## config.mk

```make
export PLATFORM = sky130hd
export DESIGN_NAME = uart_tx_arbiter_flat
export DESIGN_NICKNAME = d
export VERILOG_FILES = /design/src/rtl/uart_tx_arbiter_if.sv /design/src/rtl/uart_tx_arbiter.sv /design/src/flat_wrapper.sv
export SDC_FILE = /design/constraint.sdc
export NUM_CORES = 1
export LEC_CHECK = 0
export ABC_AREA = 0
export CAP_MARGIN = 5
export CORE_MARGIN = 1
export CORE_UTILIZATION = 26
export CTS_BUF_LIST = sky130_fd_sc_hd__clkbuf_8 sky130_fd_sc_hd__clkbuf_16
export CTS_CLUSTER_SIZE = 25
export DETAILED_ROUTE_END_ITERATION = 7
export PLACE_DENSITY = 0.61
export SLEW_MARGIN = 0
export SYNTH_ARGS = -nofsm -noshare
export SYNTH_HDL_FRONTEND = slang
export SYNTH_SLANG_ARGS = --single-unit
```

## constraint.sdc

```tcl
create_clock -name clk -period 3.7 [get_ports clk]
set_input_delay 0.74 -clock clk [delete_from_list [all_inputs] [get_ports clk]]
set_output_delay 0.74 -clock clk [all_outputs]
set_load 0.005 [all_outputs]
```

## src/rtl/uart_tx_arbiter_if.sv

```systemverilog
// ============================================================================
// Module   : uart_tx_arbiter_if
// Brief    : Requester / transmitter signal bundle for uart_tx_arbiter.
//            The req_lock vector exists only when UART_TX_ARBITER_LOCK_EN
//            is defined.
// Revision : 1.0 - initial release
// ============================================================================
`default_nettype none

interface uart_tx_arbiter_if #(
   parameter int NUM_CH = 4
);
   logic [NUM_CH-1:0]   req_valid;
   logic [8*NUM_CH-1:0] req_data;
   logic [NUM_CH-1:0]   req_ready;
   logic                tx_enable;
   logic [7:0]          tx_data;
   logic                tx_busy;
   logic [2:0]          grant_ch;
   logic                arb_busy;
`ifdef UART_TX_ARBITER_LOCK_EN
   logic [NUM_CH-1:0]   req_lock;
`endif

   // Requester / transmitter side: drives requests and the busy flag.
   modport master (
`ifdef UART_TX_ARBITER_LOCK_EN
      output req_lock,
`endif
      output req_valid, req_data, tx_busy,
      input  req_ready, tx_enable, tx_data, grant_ch, arb_busy
   );

   // Arbiter side.
   modport slave (
`ifdef UART_TX_ARBITER_LOCK_EN
      input  req_lock,
`endif
      input  req_valid, req_data, tx_busy,
      output req_ready, tx_enable, tx_data, grant_ch, arb_busy
   );
endinterface

`default_nettype wire

```

## src/rtl/uart_tx_arbiter.sv

```systemverilog
// ============================================================================
// Module   : uart_tx_arbiter
// Brief    : Round-robin arbiter feeding bytes from NUM_CH requesters into a
//            single UART transmitter. Optional feature macro
//            UART_TX_ARBITER_LOCK_EN adds req_lock, which lets the channel
//            that won last keep winning while it holds lock and valid.
// Revision : 1.0 - initial release
// ============================================================================
`default_nettype none

module uart_tx_arbiter #(
   parameter int NUM_CH = 4
) (
   input wire logic          clk,
   input wire logic          reset,
   uart_tx_arbiter_if.slave  bus
);

   typedef enum logic [1:0] {
      S_IDLE      = 2'd0,
      S_ISSUE     = 2'd1,
      S_WAIT_BUSY = 2'd2,
      S_WAIT_DONE = 2'd3
   } state_t;

   localparam logic [1:0] C_TIMEOUT_LAST = 2'd3;

   state_t      r_state;
   state_t      w_next_state;
   logic [7:0]  r_data;
   logic [2:0]  r_last_grant;
   logic [2:0]  r_grant_ch;
   logic [1:0]  r_to_cnt;
   logic        r_rst_hold;

   logic [7:0]        w_valid_ext;
   logic [3:0]        w_cand;
   logic              w_found;
   logic [2:0]        w_winner;
   logic [7:0]        w_win_data;
   logic              w_grant;
   logic [NUM_CH-1:0] w_ready;
   logic              w_tx_enable;
`ifdef UART_TX_ARBITER_LOCK_EN
   logic [7:0]        w_lock_ext;
`endif

   // Round-robin winner search starting after the last granted channel.
   always_comb begin
      w_valid_ext               = '0;
      w_valid_ext[NUM_CH-1:0]   = bus.req_valid;
      w_found                   = 1'b0;
      w_winner                  = r_last_grant;
      w_cand                    = '0;
      for (int k = 1; k <= NUM_CH; k++) begin
         w_cand = {1'b0, r_last_grant} + 4'(k);
         if (w_cand >= 4'(NUM_CH)) begin
            w_cand = w_cand - 4'(NUM_CH);
         end
         if (!w_found && w_valid_ext[w_cand[2:0]]) begin
            w_found  = 1'b1;
            w_winner = w_cand[2:0];
         end
      end
`ifdef UART_TX_ARBITER_LOCK_EN
      // A locked, still-valid previous winner overrides the rotation.
      w_lock_ext               = '0;
      w_lock_ext[NUM_CH-1:0]   = bus.req_lock;
      if (w_lock_ext[r_last_grant] && w_valid_ext[r_last_grant]) begin
         w_found  = 1'b1;
         w_winner = r_last_grant;
      end
`endif
   end

   // Byte of the winning channel.
   always_comb begin
      w_win_data = '0;
      for (int i = 0; i < NUM_CH; i++) begin
         if (w_winner == 3'(i)) begin
            w_win_data = bus.req_data[8*i +: 8];
         end
      end
   end

   // Grant qualification; suppressed during reset and the release cycle.
   always_comb begin
      w_grant = (r_state == S_IDLE) && !bus.tx_busy && w_found
                && !reset && !r_rst_hold;
      w_ready = '0;
      for (int i = 0; i < NUM_CH; i++) begin
         w_ready[i] = w_grant && (w_winner == 3'(i));
      end
   end

   // State register.
   always_ff @(posedge clk or posedge reset) begin
      if (reset) begin
         r_state <= S_IDLE;
      end else begin
         r_state <= w_next_state;
      end
   end

   // Next-state and strobe decode.
   always_comb begin
      w_next_state = r_state;
      w_tx_enable  = 1'b0;
      case (r_state)
         S_IDLE: begin
            if (w_grant) begin
               w_next_state = S_ISSUE;
            end
         end
         S_ISSUE: begin
            w_tx_enable  = 1'b1;
            w_next_state = S_WAIT_BUSY;
         end
         S_WAIT_BUSY: begin
            if (bus.tx_busy) begin
               w_next_state = S_WAIT_DONE;
            end else if (r_to_cnt == C_TIMEOUT_LAST) begin
               w_next_state = S_IDLE;
            end
         end
         S_WAIT_DONE: begin
            if (!bus.tx_busy) begin
               w_next_state = S_IDLE;
            end
         end
         default: w_next_state = S_IDLE;
      endcase
   end

   // Capture the winner's byte and index on the grant cycle.
   always_ff @(posedge clk or posedge reset) begin
      if (reset) begin
         r_data       <= '0;
         r_last_grant <= 3'(NUM_CH - 1);
         r_grant_ch   <= '0;
         r_rst_hold   <= 1'b1;
      end else begin
         r_rst_hold <= 1'b0;
         if (w_grant) begin
            r_data       <= w_win_data;
            r_last_grant <= w_winner;
            r_grant_ch   <= w_winner;
         end
      end
   end

   // Counts idle cycles in WAIT_BUSY; a lost byte is abandoned after four.
   always_ff @(posedge clk or posedge reset) begin
      if (reset) begin
         r_to_cnt <= '0;
      end else if (r_state == S_ISSUE) begin
         r_to_cnt <= '0;
      end else if (r_state == S_WAIT_BUSY && !bus.tx_busy) begin
         r_to_cnt <= r_to_cnt + 2'd1;
      end
   end

   assign bus.req_ready = w_ready;
   assign bus.tx_enable = w_tx_enable;
   assign bus.tx_data   = r_data;
   assign bus.grant_ch  = r_grant_ch;
   assign bus.arb_busy  = (r_state != S_IDLE);

endmodule

`default_nettype wire

```

## src/flat_wrapper.sv

```systemverilog
// flat-port wrapper written by rule: the top's interface ports become plain ports
module uart_tx_arbiter_flat 
#(
   parameter int NUM_CH = 4
)
  (clk, reset, bus_req_valid, bus_req_data, bus_tx_busy, bus_req_ready, bus_tx_enable, bus_tx_data, bus_grant_ch, bus_arb_busy);
  uart_tx_arbiter_if #(.NUM_CH(NUM_CH)) bus_i ();
  input wire logic clk;
  input wire logic reset;
  input wire logic [$bits(bus_i.req_valid)-1:0] bus_req_valid;
  input wire logic [$bits(bus_i.req_data)-1:0] bus_req_data;
  input wire logic [$bits(bus_i.tx_busy)-1:0] bus_tx_busy;
  output wire logic [$bits(bus_i.req_ready)-1:0] bus_req_ready;
  output wire logic [$bits(bus_i.tx_enable)-1:0] bus_tx_enable;
  output wire logic [$bits(bus_i.tx_data)-1:0] bus_tx_data;
  output wire logic [$bits(bus_i.grant_ch)-1:0] bus_grant_ch;
  output wire logic [$bits(bus_i.arb_busy)-1:0] bus_arb_busy;
  assign bus_i.req_valid = bus_req_valid;
  assign bus_i.req_data = bus_req_data;
  assign bus_i.tx_busy = bus_tx_busy;
  assign bus_req_ready = bus_i.req_ready;
  assign bus_tx_enable = bus_i.tx_enable;
  assign bus_tx_data = bus_i.tx_data;
  assign bus_grant_ch = bus_i.grant_ch;
  assign bus_arb_busy = bus_i.arb_busy;
  uart_tx_arbiter #(.NUM_CH(NUM_CH)) u_core (.clk(clk), .reset(reset), .bus(bus_i));
endmodule
```

==> results.cfg, run 1 <==
[outcome]
run_status = completed

[synthesis]
synthXorXnorAreaFrac_pct = 0
muxShareOfSynthArea_pct = 5.48
synth_top_area_share_pct = 27.9
synth.distinct_cells = 47
synth_edf_count = 0
synth_area_um2 = 1350
synth_nets = 196
yosysWarnings = 0
synth_adder_area_share_pct = 2.79
synthSimpleGateAreaFrac_pct = 16.5
synth_compound_area_share_pct = 34.2
synthFlopType = dfrtp_1
synth.yosys.seq_area_share_pct = 33.7
netlist_instances = 154
ys_seq_elements = 18
avgSynthCellArea_um2 = 8.74
synth_top_area_cell = dfrtp_1
synthTopCellsByArea = dfrtp_1, a31oi_1, dfstp_2, o32ai_1, nand2_1
synth_top_family_by_area = compound AO/OA/AOI/OAI gates
async_flop_share_pct = 100

[power_and_ir_drop]
total_power_mw = 1.77
switching_power_mw = 0.760
ir_drop_uv = 416
power_density_nw_per_um2 = 816
intPower_mw = 1.01
swShare_pct = 42.9
combPwrFrac_pct = 71.1
pwr-share-clk_pct = 9.1
p_leak_nw = 0.927
p_seq_share_pct = 19.8

[detailed_routing]
drt_first_pass_iters = 4
ant_nets = 0
wl_per_cell_um = 14.4
drtIter0Drc = 67
drc = 0
vias_per_cell = 5.18
drt_wl_total_um = 4230
vias = 1519

[final_layout]
seqCellArea_um2 = 454
drive_gt1_share_pct = 19.5
final_cell_area_um2 = 2170
nFillCells = 475
syn2layout_area_growth_pct = 61.2
final_common_cell = clkdlybuf4s50_1
mostFrequentLayoutCells = clkdlybuf4s50_1, buf_4, nand2_1, a31oi_1, dfrtp_1
finalNetCount = 269
multi_input_area_um2 = 828
diodes = 0
utilization_pct = 44.8
layout.cells.non_filler = 293

[floorplan]
core-area_um2 = 4850
die-area_um2 = 5470
core.rowCount = 25
die_w_um = 74.0
fp.dieH_um = 74.0
io_pins = 56
initial_core_util_pct = 27.8

[timing]
clock_skew_ps = 2.47
fin_crit_sh_pct = 98.3
worstMarginPinSlew_ps = 713
finalSetupTns_ps = 0
min_period_ps = 3640
rsz0062_at_grt = false
slew_headroom_pct = 52.4
worst_slack_ps = 61.7
fmax_mhz = 275
final_max_slew_viol_count = 0
hold_viol_final = 0
timing.hold.ws_ps = 484
setup_viol = 0

[global_route]
grt_pass1_wl_um = 6790
grt_usage_pct = 15.8
grt_pass1_vias = 1454
overflow = 0
antenna_found_initial = 0
grt_max_degree = 19

[critical_path]
cp.required_ps = 2960
crit_path_frequent_cell = clkdlybuf4s50_1
endpoint_kind = output port
critPathTopFamily = buffers and inverters
worstPathMaxFanout = 5
path_buf_inv = 2
worstSetupPathType = input port to output port
critPathLaunchType = input port
worst_path_max_delay_cell = clkdlybuf4s50_1
crit_chain = clkdlybuf4s50_1 -> mux4_2 -> nor2b_1 -> o31a_1 -> and3_1 -> clkdlybuf4s50_1
arrival_ps = 2900
max_stage_delay_ps = 500

[place]
dp_slack_ps = -58.2
placed_cell_area_um2 = 2070
dp_hpwl_um = 3120
place_congestion = 0.893
placed_cells = 287
io_buffers = 55

[hold_path]
worst_hold_path_type = register to register

[clock_network]
clock_sinks = 18
cts_tree = done
cts_max_level = 1
root_buffer = clkbuf_8
numCtsBuffers = 3
max-clock-path-buffers = 2
clk_pin_slew_ps = 70
clk_latency_ps = 250
cts_hold_buf = 0

[flow_run]
maxCapViolCount = 0
state kept, by name, indices dropped and copies added (netlist names):
name	cells
u_core.bus.grant_ch	3
u_core.bus.tx_data	8
u_core.r_last_grant	2
u_core.r_state	2
u_core.r_to_cnt	2
u_core.r_rst_hold	1
worst register-to-register path: cells and delay by family, from the launching register on:
family                   cells  cell delay, ps
buffers and inverters        2             230
multiplexers                 1             360
flip-flops                   1             530
AO/OA/AOI/OAI                5             990
adder cells (fa/ha/maj)      1             330
AND/OR/NAND/NOR              1             120
final timing paths:
check	startpoint	end	slack, ps	depth (start not counted)
min in group asynchronous	reset	u_core.bus.grant_ch[1]	950	2
min	u_core.bus.grant_ch[0]	u_core.bus.grant_ch[0]	480	2
max reg2reg	u_core.r_last_grant[1]	u_core.bus.tx_data[7]	1050	10
min reg2reg	u_core.bus.grant_ch[0]	u_core.bus.grant_ch[0]	480	2
max in group asynchronous	reset	u_core.bus.tx_data[5]	2310	2
max	bus_req_valid[1]	bus_req_ready[1]	60	6
synthesized netlist by cell type, types with 2 or more instances:
master   number
nand2_1      19
a31oi_1      18
dfrtp_1      15
o21ai_0      10
o32ai_1       9
nor2_1        7
a21oi_1       6
inv_1         5
nor2b_1       5
mux2i_1       4
a21o_1        3
a22o_1        3
buf_2         3
buf_6         3
dfstp_2       3
ha_1          3
nor4_1        3
a211o_1       2
and3_1        2
buf_4         2
nor3_1        2
o21ai_1       2
routing by layer:
| layer | track usage, % | part of all wire, % |
|---|---|---|
| met5 | 0 | 0 |
| met2 | 25.6 | 47 |
| met4 | 2.99 | 0.69 |
| met3 | 3.93 | 7.0 |
| met1 | 21.6 | 46 |
what timing repair did:
item,CTS,global route
setup buffers,0,2
resized for setup,5,6
pin swaps,0,2
setup endpoints to repair,4,4
logic make-up (layout without fill, tap and decap cells):
logic type	after synthesis	after routing
AO/OA/AOI/OAI	64	64
AND/OR/NAND/NOR	46	46
flip-flops	18	18
buffers and inverters	16	88
multiplexers	6	6
adder cells (fa/ha/maj)	3	3
other	1	1
power by group through the flow:
stage | clock (mW) | sequential (mW) | combinational, mW
floorplan | 0 | 0.354 | 0.745
global placement | 0 | 0.355 | 1.17
detailed placement | 0 | 0.354 | 1.18
CTS | 0.166 | 0.352 | 1.21
global route | 0.174 | 0.362 | 1.37
finish | 0.161 | 0.351 | 1.26
layout make-up:
| cell class | instances | area share [%] |
|---|---|---|
| Tap cell | 67 | 3.86 |
| Timing Repair Buffer | 78 | 33.5 |
| Clock buffer | 4 | 2.54 |
| Inverter | 6 | 1.04 |
| Multi-Input combinational cell | 120 | 38.2 |
| Sequential cell | 18 | 20.9 |
(Power assumes the default switching activity.)
==> inputs of run 2 (changes only) <==
==> constraint.sdc (replaced) <==
create_clock -name clk -period 4.24 [get_ports clk]
set_input_delay 0.848 -clock clk [delete_from_list [all_inputs] [get_ports clk]]
set_output_delay 0.848 -clock clk [all_outputs]
set_load 0.005 [all_outputs]
==> run 2 against run 1 <==
Combinational power decreased by 26%. Sequential power decreased by 13%. Hold slack got worse by 2.7 ps. Clock-buffer cell count unchanged. First-iteration DRC count decreased by 4.5%. Die area unchanged. Cell count decreased by 4.8%.
==> results.cfg, run 2 (synthesized netlist as in run 1, its figures left out) <==
[timing]
min_period_ps = 4030
hold_viol_final = 0
fmax_mhz = 248
final_max_slew_viol_count = 0
worstMarginPinSlew_ps = 730
rsz0062_at_grt = false
slew_headroom_pct = 51.3
finalSetupTns_ps = 0
setup_viol = 0
fin_crit_sh_pct = 95.1
clock_skew_ps = 3.84

[critical_path]
endpoint_kind = output port
worstSetupPathType = input port to output port
arrival_ps = 3190
worstPathMaxFanout = 8
reg2reg_from = u_core.r_last_grant[1]
ff2ff_setup_slack_ps = 1430
cp.required_ps = 3390
crit_start = bus_req_valid[3]
critPathLaunchType = input port

[place]
io_buffers = 55
dp_hpwl_um = 3020
place_congestion = 0.768

[floorplan]
die_w_um = 74.0
fp.dieH_um = 74.0
core.rowCount = 25
io_pins = 56
die-area_um2 = 5470
core-area_um2 = 4850
initial_core_util_pct = 27.8

[detailed_routing]
ant_nets = 0
drt_first_pass_iters = 3
drt_wl_total_um = 3940
vias_per_cell = 4.99
drtIter0Drc = 64
drc = 0
wl_per_cell_um = 14.1
vias = 1393

[global_route]
antenna_found_initial = 0
grt_pass1_wl_um = 6620
overflow = 0
grt_pass1_vias = 1337
grt_max_degree = 19
grt_usage_pct = 16.1

[clock_network]
max-clock-path-buffers = 2
clock_sinks = 18
cts_tree = done
clk_latency_ps = 260
root_buffer = clkbuf_8
numCtsBuffers = 3
clk_pin_slew_ps = 70
cts_max_level = 1

[final_layout]
largest_reg_flops = 8
syn2layout_area_growth_pct = 51.3
finalNetCount = 255
final_common_cell = clkdlybuf4s50_1
diodes = 0
mostFrequentLayoutCells = clkdlybuf4s50_1, nand2_1, a31oi_1, dfrtp_1, o21ai_0
drive_gt1_share_pct = 12.3

[power_and_ir_drop]
power_density_nw_per_um2 = 680
p_leak_nw = 0.830
ir_drop_uv = 235
total_power_mw = 1.38

[hold_path]
worst_hold_path_type = register to register
hp-start = u_core.bus.grant_ch[0]

[outcome]
run_status = completed

[flow_run]
maxCapViolCount = 0
## run 2: report_power, final
| group | internal [mW] | switching (mW) | leakage, nW |
|---|---|---|---|
| clock | 0.0827 | 0.0627 | 0.0288 |
| sequential | 0.252 | 0.0543 | 0.211 |
| combinational | 0.432 | 0.501 | 0.590 |
| total | 0.767 | 0.618 | 0.830 |
## run 2: area by class of cell
cell class	instances	area (µm²)
inverters	6	22.5
well taps	67	83.8
multi-input cells	120	803
clock buffers	4	55.1
fillers	495	2810
repair buffers	64	618
flip-flops and latches	18	454
## run 2: per-layer routing
layer	vias to the layer above	wire [µm]	global-route usage, %	share of wire [%]
met4	0	40	4.49	1.0
li1	703	-	-	-
met5	-	0	0	0
met3	5	274	4.88	6.9
met1	643	1900	21.3	48
met2	42	1730	25.4	44
## run 2: critical path, cell delays in order
cell and delay [ps]:
clkdlybuf4s50_1 540, a221o_1 450, o21ai_0 340, a211o_1 280
nor3b_1 210, clkdlybuf4s50_1 530
## run 2: path summary, 6_finish.rpt
kind,to,depth (start not counted)
worst max-delay path,bus_req_ready[2],6
worst min-delay path,u_core.bus.grant_ch[0],2
worst max register to register,u_core.bus.tx_data[7],10
worst min register to register,u_core.bus.grant_ch[0],2
max in group asynchronous,u_core.r_state[1],2
min in group asynchronous,u_core.bus.grant_ch[0],2
## run 2: metrics by stage
step / instances / instance area (µm²) / setup slack, ps / util, % / hold slack (ps)
after global routing: 279 / 2040 / 26.4 / 42.0 / 515
after floorplan: 154 / 1350 / 904 / - / 471
after detailed placement: 274 / 1970 / 200 / 40.6 / 467
final: 279 / 2040 / 206 / 42.0 / 481
after global placement: 274 / 1970 / 236 / 40.6 / 468
after CTS: 278 / 2020 / 14.2 / 41.8 / 487
## run 2: what timing repair did
action | in CTS | in global routing
hold buffers | 0 | 0
gates resized for setup | 0 | 2
endpoints found under the setup margin | 0 | 4
setup buffers | 0 | 1
hold endpoints to repair | 0 | 0
